===== src/rtl/mdio_pkg.sv =====
// Shared MDIO definitions: FSM state encoding, Clause-22 frame codes and frame geometry.
// Used by both the MDIO controller and the PHY-side peripheral.
package mdio_pkg;

  typedef enum logic [2:0] {
    IDLE,
    HDR,
    WTA,
    WDATA,
    RTA,
    RDATA,
    SKIP
  } mdio_state_e;

  localparam logic [1:0] OP_WRITE   = 2'b01;
  localparam logic [1:0] OP_READ    = 2'b10;
  localparam logic [1:0] ST_CODE    = 2'b01;
  localparam int         FRAME_BITS = 32;
  localparam int         HDR_LAST   = 13;

endpackage


===== src/rtl/mdc_edge_det.sv =====
// Oversampled MDC edge detector: one-cycle rise/fall pulses in the clk domain.
module mdc_edge_det (
  input  logic clk,
  input  logic reset,
  input  logic mdc,
  output logic rise,
  output logic fall
);

  logic mdc_q;

  always_ff @(posedge clk) begin
    if (reset) begin
      mdc_q <= 1'b0;
    end else begin
      mdc_q <= mdc;
    end
  end

  assign rise = mdc & ~mdc_q;
  assign fall = ~mdc & mdc_q;

endmodule


===== src/rtl/mdio_peripheral.sv =====
// PHY-side Clause-22 MDIO slave: decodes write/read frames from an oversampled MDC,
// drives a register-memory port and serialises read data back to the controller.
module mdio_peripheral
  import mdio_pkg::*;
#(
  parameter logic [4:0] PHY_ADDR = 5'd0
) (
  input  logic        clk,
  input  logic        reset,
  input  logic        mdc,
  input  logic        mdio_out,
  input  logic        mdio_oe,
  output logic        mdio_in,
  output logic        mdio_in_oe,
  output logic [4:0]  addr,
  output logic [15:0] wr_data,
  output logic        mem_wr,
  output logic        mem_rd,
  input  logic [15:0] rd_data
);

  // bit_cnt holds the index of the next bit to be sampled
  localparam logic [4:0] CNT_HDR  = 5'(HDR_LAST);
  localparam logic [4:0] CNT_TA1  = 5'(HDR_LAST + 2);
  localparam logic [4:0] CNT_DATA = 5'(HDR_LAST + 3);
  localparam logic [4:0] CNT_LAST = 5'(FRAME_BITS - 1);

  logic rise;
  logic fall;

  mdc_edge_det u_edge (
    .clk   (clk),
    .reset (reset),
    .mdc   (mdc),
    .rise  (rise),
    .fall  (fall)
  );

  mdio_state_e state_reg, state_next;
  logic [4:0]  bit_cnt_reg, bit_cnt_next;
  logic [10:0] hdr_sr_reg, hdr_sr_next;
  logic [14:0] data_sr_reg, data_sr_next;
  logic [15:0] rd_sr_reg, rd_sr_next;
  logic        rd_lat_reg;
  logic [4:0]  addr_reg, addr_next;
  logic [15:0] wr_data_reg, wr_data_next;
  logic        mem_wr_reg, mem_wr_next;
  logic        mem_rd_reg, mem_rd_next;
  logic        mdio_in_reg, mdio_in_next;
  logic        mdio_in_oe_reg, mdio_in_oe_next;

  // Header bits 2..13 including the bit currently on the wire
  logic [11:0] hdr_word;
  logic [1:0]  op_f;
  logic [4:0]  phy_f;
  logic [4:0]  regad_f;
  logic [15:0] data_word;

  assign hdr_word  = {hdr_sr_reg, mdio_out};
  assign op_f      = hdr_word[11:10];
  assign phy_f     = hdr_word[9:5];
  assign regad_f   = hdr_word[4:0];
  assign data_word = {data_sr_reg, mdio_out};

  always_comb begin
    state_next      = state_reg;
    bit_cnt_next    = bit_cnt_reg;
    hdr_sr_next     = hdr_sr_reg;
    data_sr_next    = data_sr_reg;
    rd_sr_next      = rd_sr_reg;
    addr_next       = addr_reg;
    wr_data_next    = wr_data_reg;
    mem_wr_next     = 1'b0;
    mem_rd_next     = 1'b0;
    mdio_in_next    = mdio_in_reg;
    mdio_in_oe_next = mdio_in_oe_reg;

    if (rd_lat_reg) begin
      rd_sr_next = rd_data;
    end

    unique case (state_reg)
      IDLE: begin
        if (rise && mdio_oe && (mdio_out == ST_CODE[1])) begin
          state_next   = HDR;
          bit_cnt_next = 5'd1;
        end
      end

      HDR: begin
        if (rise) begin
          bit_cnt_next = bit_cnt_reg + 5'd1;
          hdr_sr_next  = hdr_word[10:0];
          if (!mdio_oe || ((bit_cnt_reg == 5'd1) && (mdio_out != ST_CODE[0]))) begin
            state_next   = IDLE;
            bit_cnt_next = 5'd0;
          end else if (bit_cnt_reg == CNT_HDR) begin
            if ((phy_f == PHY_ADDR) && (op_f == OP_WRITE)) begin
              addr_next  = regad_f;
              state_next = WTA;
            end else if ((phy_f == PHY_ADDR) && (op_f == OP_READ)) begin
              addr_next   = regad_f;
              mem_rd_next = 1'b1;
              state_next  = RTA;
            end else begin
              state_next = SKIP;
            end
          end
        end
      end

      WTA: begin
        if (rise) begin
          bit_cnt_next = bit_cnt_reg + 5'd1;
          if (!mdio_oe) begin
            state_next   = IDLE;
            bit_cnt_next = 5'd0;
          end else if (bit_cnt_reg == CNT_TA1) begin
            state_next = WDATA;
          end
        end
      end

      WDATA: begin
        if (rise) begin
          bit_cnt_next = bit_cnt_reg + 5'd1;
          data_sr_next = data_word[14:0];
          if (!mdio_oe) begin
            state_next   = IDLE;
            bit_cnt_next = 5'd0;
          end else if (bit_cnt_reg == CNT_LAST) begin
            wr_data_next = data_word;
            mem_wr_next  = 1'b1;
            state_next   = IDLE;
            bit_cnt_next = 5'd0;
          end
        end
      end

      RTA: begin
        if (rise) begin
          bit_cnt_next = bit_cnt_reg + 5'd1;
        end else if (fall) begin
          if (bit_cnt_reg == CNT_TA1) begin
            mdio_in_oe_next = 1'b1;
            mdio_in_next    = 1'b0;
          end else if (bit_cnt_reg == CNT_DATA) begin
            mdio_in_next = rd_sr_reg[15];
            rd_sr_next   = {rd_sr_reg[14:0], 1'b0};
            state_next   = RDATA;
          end
        end
      end

      RDATA: begin
        // bit_cnt wraps to 0 on the rise of bit 31, marking the end of the frame
        if (rise) begin
          bit_cnt_next = bit_cnt_reg + 5'd1;
        end else if (fall) begin
          if (bit_cnt_reg == 5'd0) begin
            mdio_in_oe_next = 1'b0;
            mdio_in_next    = 1'b0;
            state_next      = IDLE;
          end else begin
            mdio_in_next = rd_sr_reg[15];
            rd_sr_next   = {rd_sr_reg[14:0], 1'b0};
          end
        end
      end

      SKIP: begin
        if (rise) begin
          if (bit_cnt_reg == CNT_LAST) begin
            state_next   = IDLE;
            bit_cnt_next = 5'd0;
          end else begin
            bit_cnt_next = bit_cnt_reg + 5'd1;
          end
        end
      end

      default: begin
        state_next   = IDLE;
        bit_cnt_next = 5'd0;
      end
    endcase
  end

  always_ff @(posedge clk) begin
    if (reset) begin
      state_reg      <= IDLE;
      bit_cnt_reg    <= 5'd0;
      hdr_sr_reg     <= '0;
      data_sr_reg    <= '0;
      rd_sr_reg      <= '0;
      rd_lat_reg     <= 1'b0;
      addr_reg       <= '0;
      wr_data_reg    <= '0;
      mem_wr_reg     <= 1'b0;
      mem_rd_reg     <= 1'b0;
      mdio_in_reg    <= 1'b0;
      mdio_in_oe_reg <= 1'b0;
    end else begin
      state_reg      <= state_next;
      bit_cnt_reg    <= bit_cnt_next;
      hdr_sr_reg     <= hdr_sr_next;
      data_sr_reg    <= data_sr_next;
      rd_sr_reg      <= rd_sr_next;
      rd_lat_reg     <= mem_rd_reg;
      addr_reg       <= addr_next;
      wr_data_reg    <= wr_data_next;
      mem_wr_reg     <= mem_wr_next;
      mem_rd_reg     <= mem_rd_next;
      mdio_in_reg    <= mdio_in_next;
      mdio_in_oe_reg <= mdio_in_oe_next;
    end
  end

  assign mdio_in    = mdio_in_reg;
  assign mdio_in_oe = mdio_in_oe_reg;
  assign addr       = addr_reg;
  assign wr_data    = wr_data_reg;
  assign mem_wr     = mem_wr_reg;
  assign mem_rd     = mem_rd_reg;

endmodule


===== config.mk =====
export PLATFORM = sky130hd
export DESIGN_NAME = mdio_peripheral
export DESIGN_NICKNAME = d
export VERILOG_FILES = /design/src/rtl/mdio_pkg.sv /design/src/rtl/mdc_edge_det.sv /design/src/rtl/mdio_peripheral.sv
export SDC_FILE = /design/constraint.sdc
export NUM_CORES = 1
export LEC_CHECK = 0
export CORE_ASPECT_RATIO = 1.1
export CORE_MARGIN = 8
export CORE_UTILIZATION = 45
export CTS_CLUSTER_SIZE = 28
export DETAILED_ROUTE_END_ITERATION = 8
export HOLD_SLACK_MARGIN = 0.12
export PLACE_DENSITY = 0.79
export SETUP_SLACK_MARGIN = 0.2
export SYNTH_ARGS = -nofsm -noshare
export SYNTH_HDL_FRONTEND = slang
export SYNTH_HIERARCHICAL = 1
export SYNTH_SLANG_ARGS = --single-unit

===== constraint.sdc =====
create_clock -name clk -period 2.1 [get_ports clk]
set_input_delay 0.525 -clock clk [delete_from_list [all_inputs] [get_ports clk]]
set_output_delay 0.525 -clock clk [all_outputs]
set_load 0.01 [all_outputs]

Word level (Yosys, flattened, before mapping)
Cells that the tools add are included.

word-level totals
  register bits = 77
  input bits = 21
  output and inout bits = 25

operators by class
  mux-type cells = 60
  bitwise logic cells = 11
  equality and inequality tests = 30
  reduce and logical (&&, ||, !) cells = 23
  $add $sub $neg = 1

operator list
  kind                 number
  $mux 16              8
  $mux 5               12
  $mux 3               19
  $pmux 16 s2          1
  $pmux 5 s6           1
  $ne 2x2->1 const B   13
  $pmux 3 s7           1
  $mux 1               15
  $reduce_and 14->1    1
  $reduce_and 6->1     2
  $eq 5x4->1 const B   2
  $eq 5x5->1 const B   2
  $logic_not 5->1      2
  $eq 3x3->1 const B   3
  $ne 3x3->1 const B   3
  $not 1->1            9
  $reduce_and 7->1     1
  $eq 3x2->1 const B   2
  $reduce_or 6->1      1
  $add 5x1->5 const B  1
  $eq 5x1->1 const B   1
  $logic_and 1x1->1    5
  $reduce_and 5->1     1
  $pmux 1 s2           2
  other kinds (14)     17

Logic depth before layout (Yosys ltp)
  depth in word-level cells = 8
  gate-level depth with buffers = 9
  gate-level depth less buffers = 8

Modules after synthesis
The synthesis kept the hierarchy.

by module, submodules not included
  module           instances  sequential area each (µm²)  cells each  area an instance (µm²)
  mdio_peripheral  1          1,521.5                     400         3,328.2
  mdc_edge_det     1          20.0                        4           38.8

Worst setup path after synthesis
OpenSTA, ideal clock, no wires.

  path type = register to register
  start = register bit_cnt_reg[0]
  end = register state_reg[1]
  setup time = 0.126 ns
  cell stages (with the launch flop) = 9
  data arrival time = 2.133 ns
  buffers on the path = 0
  required time = 1.974 ns
  slack = -0.160 ns
  path through = dfxtp_1 -> ha_1 -> and3_1 -> ha_1 -> or3b_1 -> a2111oi_4 -> o221ai_2 -> o311ai_2 -> o21ai_1

between the ends
  cells in the longest elaborated chain, start to end = 6
  elaborated cells on any way between the ends = 21

RTL lines
  what                    RTL line                RTL
  from (decl)             mdio_peripheral.sv:40   logic [4:0] bit_cnt_reg, bit_cnt_next;
  from (signal assigned)  mdio_peripheral.sv:205  bit_cnt_reg <= bit_cnt_next;
  $eq 5x1->1              mdio_peripheral.sv:94   if (!mdio_oe || ((bit_cnt_reg == 5'd1) && (mdio_out != ST_CODE[0]))) begin
  $logic_and 1x1->1       mdio_peripheral.sv:94
  $logic_or 1x1->1        mdio_peripheral.sv:94
  $mux 3                  mdio_peripheral.sv:94
  $mux 3                  mdio_peripheral.sv:91   if (rise) begin
  $pmux 3 s7              mdio_peripheral.sv:82   unique case (state_reg)
  to (signal assigned)    mdio_peripheral.sv:204  state_reg <= state_next;
  to (decl)               mdio_peripheral.sv:39   mdio_state_e state_reg, state_next;

Several ways; a longest one is shown, not always the timed one. The select of a mux whose other input is x is not followed.
A chain may end at the register's enable or synchronous reset.

Worst setup path in the final report
  start = register bit_cnt_reg[1]
  end = register state_reg[0]

Same word-level chain as after synthesis.

==> results.cfg <==
[worst_setup_path]
worst_ep_arrival_time_ns = 2.45
crit_chain = ha_4, and3_4, ha_4, or3b_4, a2111oi_4, o221ai_2, buf_4, o221a_1
r2r-start = bit_cnt_reg[1]$_SDFFE_PP0P_
startpoint = bit_cnt_reg[1]$_SDFFE_PP0P_
cp_max_fo = 5
crit_path_max_incr_delay_ns = 0.38
reg2reg_depth = 8
cp_data_required_time_ns = 2.34
crit_path_end_kind = flop
crit_top_cell = ha_4
start_kind = flop
critical_path_class = flop to flop
crit_path_top_delay_cell = or3b_4

[routing]
wl_per_cell_um = 14.1
routed_via_density = 5.37
finalWirelength_mm = 7.83
drtIter0Drc = 220
firstDrtPassIters = 5
drc_errors = 0
dr_total_vias = 2987
ant_nets = 0

[logic_synthesis]
syn_inst = 404
netlist_area_mm2 = 0.00337
synth_compound_area_frac = 0.173
avgSynthCellArea_um2 = 8.33
async_flop_share = 0
seq_area_frac_synth = 0.458
synth_fa_ha_area_frac = 0.0186
synth-simple-area-share = 0.234
ys.flop_type = dfxtp_1
synth_seq_cells = 77
yosysWarningCount = 6
synth_top_family_by_area = simple AND/OR/NAND/NOR gates
synth_nets = 430
synth_edf_count = 0
synth-xor-area-share = 0.00260
ys_types = 50
synthMuxAreaShare = 0.0658

[clock_tree]
clk_latency_ns = 0.35
cts_hold_buffers = 0
clock-sinks = 77
tritoncts = yes
cts_max_level = 3
clk_pin_slew_ns = 0.09
root_buffer = clkbuf_8
cts_made_buffers = 9
clock_path_buffers = 2

[power]
p_sw_frac = 0.241
power_frac_seq = 0.527
leakagePower_uw = 0.00154
pwr-share-clk = 0.413
power.density_mw_per_mm2 = 633
p_int_uw = 2120
switchingPower_uw = 672
power_frac_comb = 0.061
irDropWorstVdd_mv = 0.464

[global_routing]
grt_antenna_before_repair = 0
grt_util_all_layers = 0.152
grt_pass1_wl_mm = 13.1
grt_max_degree = 43
grt_pass1_vias = 2890
gr-total-overflow = 0

[placed_design]
post_dp_cell_area_mm2 = 0.00411
io_buffers = 45
dp_hpwl_mm = 5.46
place.gp.congestion = 0.920

[timing]
slew_viol_final = 0
fin_skew_ns = 0.00704
relSlewSlack = 0.695
fin_ws_ns = -0.110
max_freq_mhz = 452
finalCritPeriodShare = 1.05
hold_viol_final = 0
setup_viol = 3
period_needed_ns = 2.21
rsz0062_at_grt = yes
finalSetupTns_ns = -0.227
tightest_slew_ns = 0.456

[layout]
nNetsFinal = 490
fin_area_mm2 = 0.00440
fillerInstances = 640
area_growth_pct = 30.8
drive_above_1_share = 0.160
mostFrequentLayoutCell = nand2_1
diodes = 0
fin_util = 0.599
final_cell_mix = nand2_1, dfxtp_1, a21oi_1

[floorplan]
initial_core_util = 0.458
die_w_um = 98.5
die-area_mm2 = 0.0105
fp.dieH_um = 107
io_pins = 46
rows = 33
core_mm2 = 0.00735

[hold_path]
hold_depth = 2
hold_class = flop to flop
min-delay-start = wr_data[5]$_SDFFE_PP0P_

[run_status]
status = complete, but fails checks
violations = negative setup slack

[job]
drv_cap = 0
## stage by stage
stage / total power [uW] / hold WS [ns] / instances / setup slack (ns)
2_1_floorplan: 1580 / 0.432 / 404 / -0.0365
3_3_place_gp: 1660 / 0.441 / 537 / -0.110
3_5_place_dp: 1660 / 0.450 / 537 / -0.171
4_1_cts: 2810 / 0.445 / 554 / -0.115
5_1_grt: 2900 / 0.463 / 556 / -0.171
6_report: 2790 / 0.459 / 556 / -0.110
## layout make-up
class	count	area, um^2	share of cell area
flip-flops and latches	77	1540	0.351
multi-input cells	290	1760	0.400
clock buffers	9	124	0.0281
clock inverters	7	81.3	0.0185
inverters	7	28.8	0.00654
repair buffers	79	757	0.172
well taps	87	109	0.0247
## synthesized netlist by cell type, drive strengths merged, types with 2 or more instances
| library cell | count | area [um^2] |
|---|---|---|
| nand2 | 95 | 357 |
| dfxtp | 77 | 1540 |
| a21oi | 52 | 260 |
| nor2 | 31 | 116 |
| clkbuf | 21 | 80.1 |
| mux2i | 21 | 210 |
| a211oi | 17 | 128 |
| buf | 9 | 53.8 |
| inv | 7 | 26.3 |
| nand3 | 7 | 35.0 |
| o21ai | 7 | 35.0 |
| nor2b | 6 | 37.5 |
| and3 | 5 | 31.3 |
| ha | 5 | 62.6 |
| nand2b | 5 | 31.3 |
| and2 | 4 | 25.0 |
| a31oi | 3 | 18.8 |
| nor4 | 3 | 33.8 |
| nand3b | 2 | 15.0 |
| nor3b | 2 | 15.0 |
| o221ai | 2 | 30.0 |
| or3b | 2 | 20.0 |
## final timing paths
| check | slack (ns) | to |
|---|---|---|
| worst max-delay path | -0.11 | state_reg[0]$_SDFFE_PP0P_ |
| worst min-delay path | 0.46 | wr_data[5]$_SDFFE_PP0P_ |
| worst max register to register | -0.11 | state_reg[0]$_SDFFE_PP0P_ |
| worst min register to register | 0.46 | wr_data[5]$_SDFFE_PP0P_ |
## layer usage
metal,vias up,wire length [um],GRT usage
met5,-,0,0
met4,0,129,0.0856
met3,10,425,0.0369
met2,77,3680,0.242
met1,1400,3590,0.183
li1,1500,-,-
## power groups by stage
stage               clock network [uW]  logic (uW)  registers (uW)
global placement                     0         156            1500
floorplan                            0        79.0            1500
detailed placement                   0         159            1500
global route                      1250         183            1470
CTS                               1180         162            1470
finish                            1150         169            1470
## cells by family (layout without fill, tap and decap cells)
| group | Yosys count | count (layout) |
|---|---|---|
| muxes | 22 | 22 |
| buffers and inverters | 37 | 102 |
| adders and majority gates | 5 | 5 |
| xor gates and xnor gates | 1 | 1 |
| AOI/OAI and AO/OA | 91 | 91 |
| DFF | 77 | 77 |
| and+or+nand+nor | 171 | 171 |
## worst max-delay path: cells and delay by family (launching register included)
family	cells	cell delay [ns]
AND/OR/NAND/NOR	2	0.53
flip-flops	1	0.34
adder cells (fa/ha/maj)	2	0.30
buffers and inverters	1	0.17
AO/OA/AOI/OAI	3	0.75
## what timing repair did
action,in CTS,in global routing
endpoints found under the hold margin,0,0
buffers inserted,1,2
pin swaps,11,7
resized for setup,5,9
endpoints found under the setup margin,25,43
Note: power is estimated with default switching activity, not from simulation.
==> RTL change: new RTL, same flow settings <==
Make the reset (`reset`) asynchronous in 2 clocked blocks.
--- a/src/rtl/mdc_edge_det.sv
+++ b/src/rtl/mdc_edge_det.sv
@@ -9,7 +9,7 @@
 
   logic mdc_q;
 
-  always_ff @(posedge clk) begin
+  always_ff @(posedge clk or posedge reset) begin
     if (reset) begin
       mdc_q <= 1'b0;
     end else begin
--- a/src/rtl/mdio_peripheral.sv
+++ b/src/rtl/mdio_peripheral.sv
@@ -186,7 +186,7 @@
     endcase
   end
 
-  always_ff @(posedge clk) begin
+  always_ff @(posedge clk or posedge reset) begin
     if (reset) begin
       state_reg      <= IDLE;
       bit_cnt_reg    <= 5'd0;
Behaviour: no difference found for any inputs over 4 cycles, from zero or initial values and one cycle with reset high; that may be too few to reach the edited logic, so the function may still have changed.
==> RTL change against the unedited design <==
Sequential cell count is the same. Final area grew 17%. Area after synthesis grew 5.8%. Critical endpoint is now state_reg[0]$_DFFE_PP0P_. Register-to-register slack gained 0.17 ns. Hold slack lost 0.064 ns. Routed wire length grew 18%. Core utilization grew 6.5 points. Die area grew 4.9%. Synthesized cell count shrank 20%. Setup slack gained 0.14 ns. Count of clock-buffer cells in the layout grew 1.
Power is not compared: it rests on default switching activity, and its combinational part moved more than twofold at a synthesized area within 25%.
==> RTL change: results (changes against the unedited design) <==
placement:
  placedCellCount: 487  # -9.3%
  place_congestion: 0.889  # -3.4%
  portBuffers: 45  # unchanged
  dp_hpwl_mm: 5.49  # +0.64%
worst_setup_path:
  path_delay_family: "buffers and inverters"
  slowest_delay_ns: 0.51  # +0.13 ns
  rr_endpoint: "state_reg[0]$_DFFE_PP0P_"
  r2r_start: "bit_cnt_reg[0]$_DFFE_PP0P_"
  critPathKind: "primary input to register"
  critPathArrivalTime_ns: 2.31  # -0.14 ns
  worst_path_max_delay_cell: "clkdlybuf4s50_1"
  r2r_slack_ns: 0.06  # +0.17 ns
  r2r_cells: 7  # -1
  cp-startpoint: "mdio_out"
  path_max_fanout: 3  # -2
synthesis:
  synth.top_cells.by_count: "77 x dfrtp_1, 50 x nand2_1, 37 x mux2_2, 35 x a21oi_1, 16 x clkbuf_1"
  ys_seq_area_share_pct: 54.1  # +8.3 points
  synth.distinct_cells: 51  # +2.0%
  synth_async_sr_flop_share_pct: 100  # +100 points
  synth.top_cells.by_area: "dfrtp_1 54%, mux2_2 12%, nand2_1 5.3%, a21oi_1 4.9%, mux2i_1 4.2%"
  ys.flop_type: "dfrtp_1"
  syn-num-nets: 349  # -19%
  postSynthAreaPerCell_um2: 11.0  # +32%
  yosysWarnings: 6  # unchanged
sta:
  skew_ns: 0.0101  # +0.00302 ns
  tightestPinTransition_ns: 0.573  # +0.117 ns
global_routing:
  met2_usage_pct: 27.7  # +3.5 points
  track_usage_pct: 16.4  # +1.2 points
  antenna_found_initial: 0  # unchanged
  grt_util_met3_pct: 5.26  # +1.6 points
  grt_pass1_wl_mm: 14.1  # +7.2%
  met1_usage_pct: 19.0  # +0.65 points
  grt_max_degree: 24  # -44%
  grt_pass1_vias: 2860  # -1.0%
final_layout:
  final_cell_count_no_fill: 517  # -7.0%
  fin_nets: 430  # -12%
  fillers: 563  # -12%
  antenna_cells: 0  # unchanged
  drive_gt1_share_pct: 40.1  # +24 points
clock_network:
  path_clk_slew_ns: 0.08
  htreeDepth: 3  # unchanged
  cts_buffer_depth: 2  # unchanged
  cts_buffers: 9  # unchanged
  clk_latency_ns: 0.35  # about the same
  cts_root_buf: "clkbuf_8"
pwr:
  cellLeakagePower_nw: 2.28
  vdd_drop_max_uv: 615
routing:
  routed_wl_mm: 9.26  # +18%
  met3_length_um: 466  # +9.6%
  drtIter0Drc: 134  # -39%
  met2_length_mm: 4.78  # +30%
  top_layer: "met4"
  vias: 2800  # -6.3%
  wl_met1_mm: 3.89  # +8.5%
  firstDrtPassIters: 4  # -1
hold_path:
  hp-class: "register to register"
  hold-path-endpoint: "rd_lat_reg$_DFF_PP0_"
  hp-start: "mem_rd$_DFF_PP0_"
  hold_depth: 0  # -2
run_status:
  status: "finished clean"
RTL change: cell count changes in the layout (fill, tap and decap cells not counted), sizes merged, moves of 17 or more:
cell,change
a21oi,-17
nor2,-20
nand2,-45
dfxtp,-77
mux2,+37
dfrtp,+77
RTL change: layout make-up:
class	count	share of cell area [%]
Inverter	7	0.653
Sequential cell	77	37.3
Clock inverter	6	1.33
Clock buffer	10	2.66
Multi-Input combinational cell	218	37.2
Timing Repair Buffer	91	18.3
Tap cell	108	2.61
RTL change: kinds of logic after synthesis:
| family | synth area share [%] |
|---|---|
| adder cells (fa/ha/maj) | 1.76 |
| AND/OR/NAND/NOR | 12.4 |
| multiplexers | 16.2 |
| XOR/XNOR | 0.492 |
| buffers and inverters | 3.37 |
| AO/OA/AOI/OAI | 11.7 |
| flip-flops | 54.1 |
RTL change: timing repair:
| item | CTS | global route |
|---|---|---|
| resized for setup | 36 | 54 |
| pin swaps | 8 | 8 |
| setup endpoints to repair | 60 | 45 |
| buffers inserted | 7 | 4 |
| gates cloned | 2 | 1 |
RTL change: stage by stage:
stage / area, µm² / hold WS (ns) / setup slack [ns] / setup TNS (ns) / power, mW
floorplan: 3620 / 0.254 / 0.0726 / 0 / 2.87
global placement: 4400 / 0.359 / -0.258 / -8.87 / 3.23
detailed placement: 4400 / 0.385 / -0.334 / -12.52 / 3.30
CTS: 4870 / 0.401 / 0.0662 / 0 / 4.66
global route: 5170 / 0.391 / -0.0253 / -0.0253 / 5.31
finish: 5170 / 0.396 / 0.0323 / 0 / 5.02
RTL change: power breakdown:
group / internal (mW) / switching [mW]
sequential: 1.78 / 0.283
combinational: 0.841 / 0.969
clock: 0.590 / 0.566
total: 3.21 / 1.82
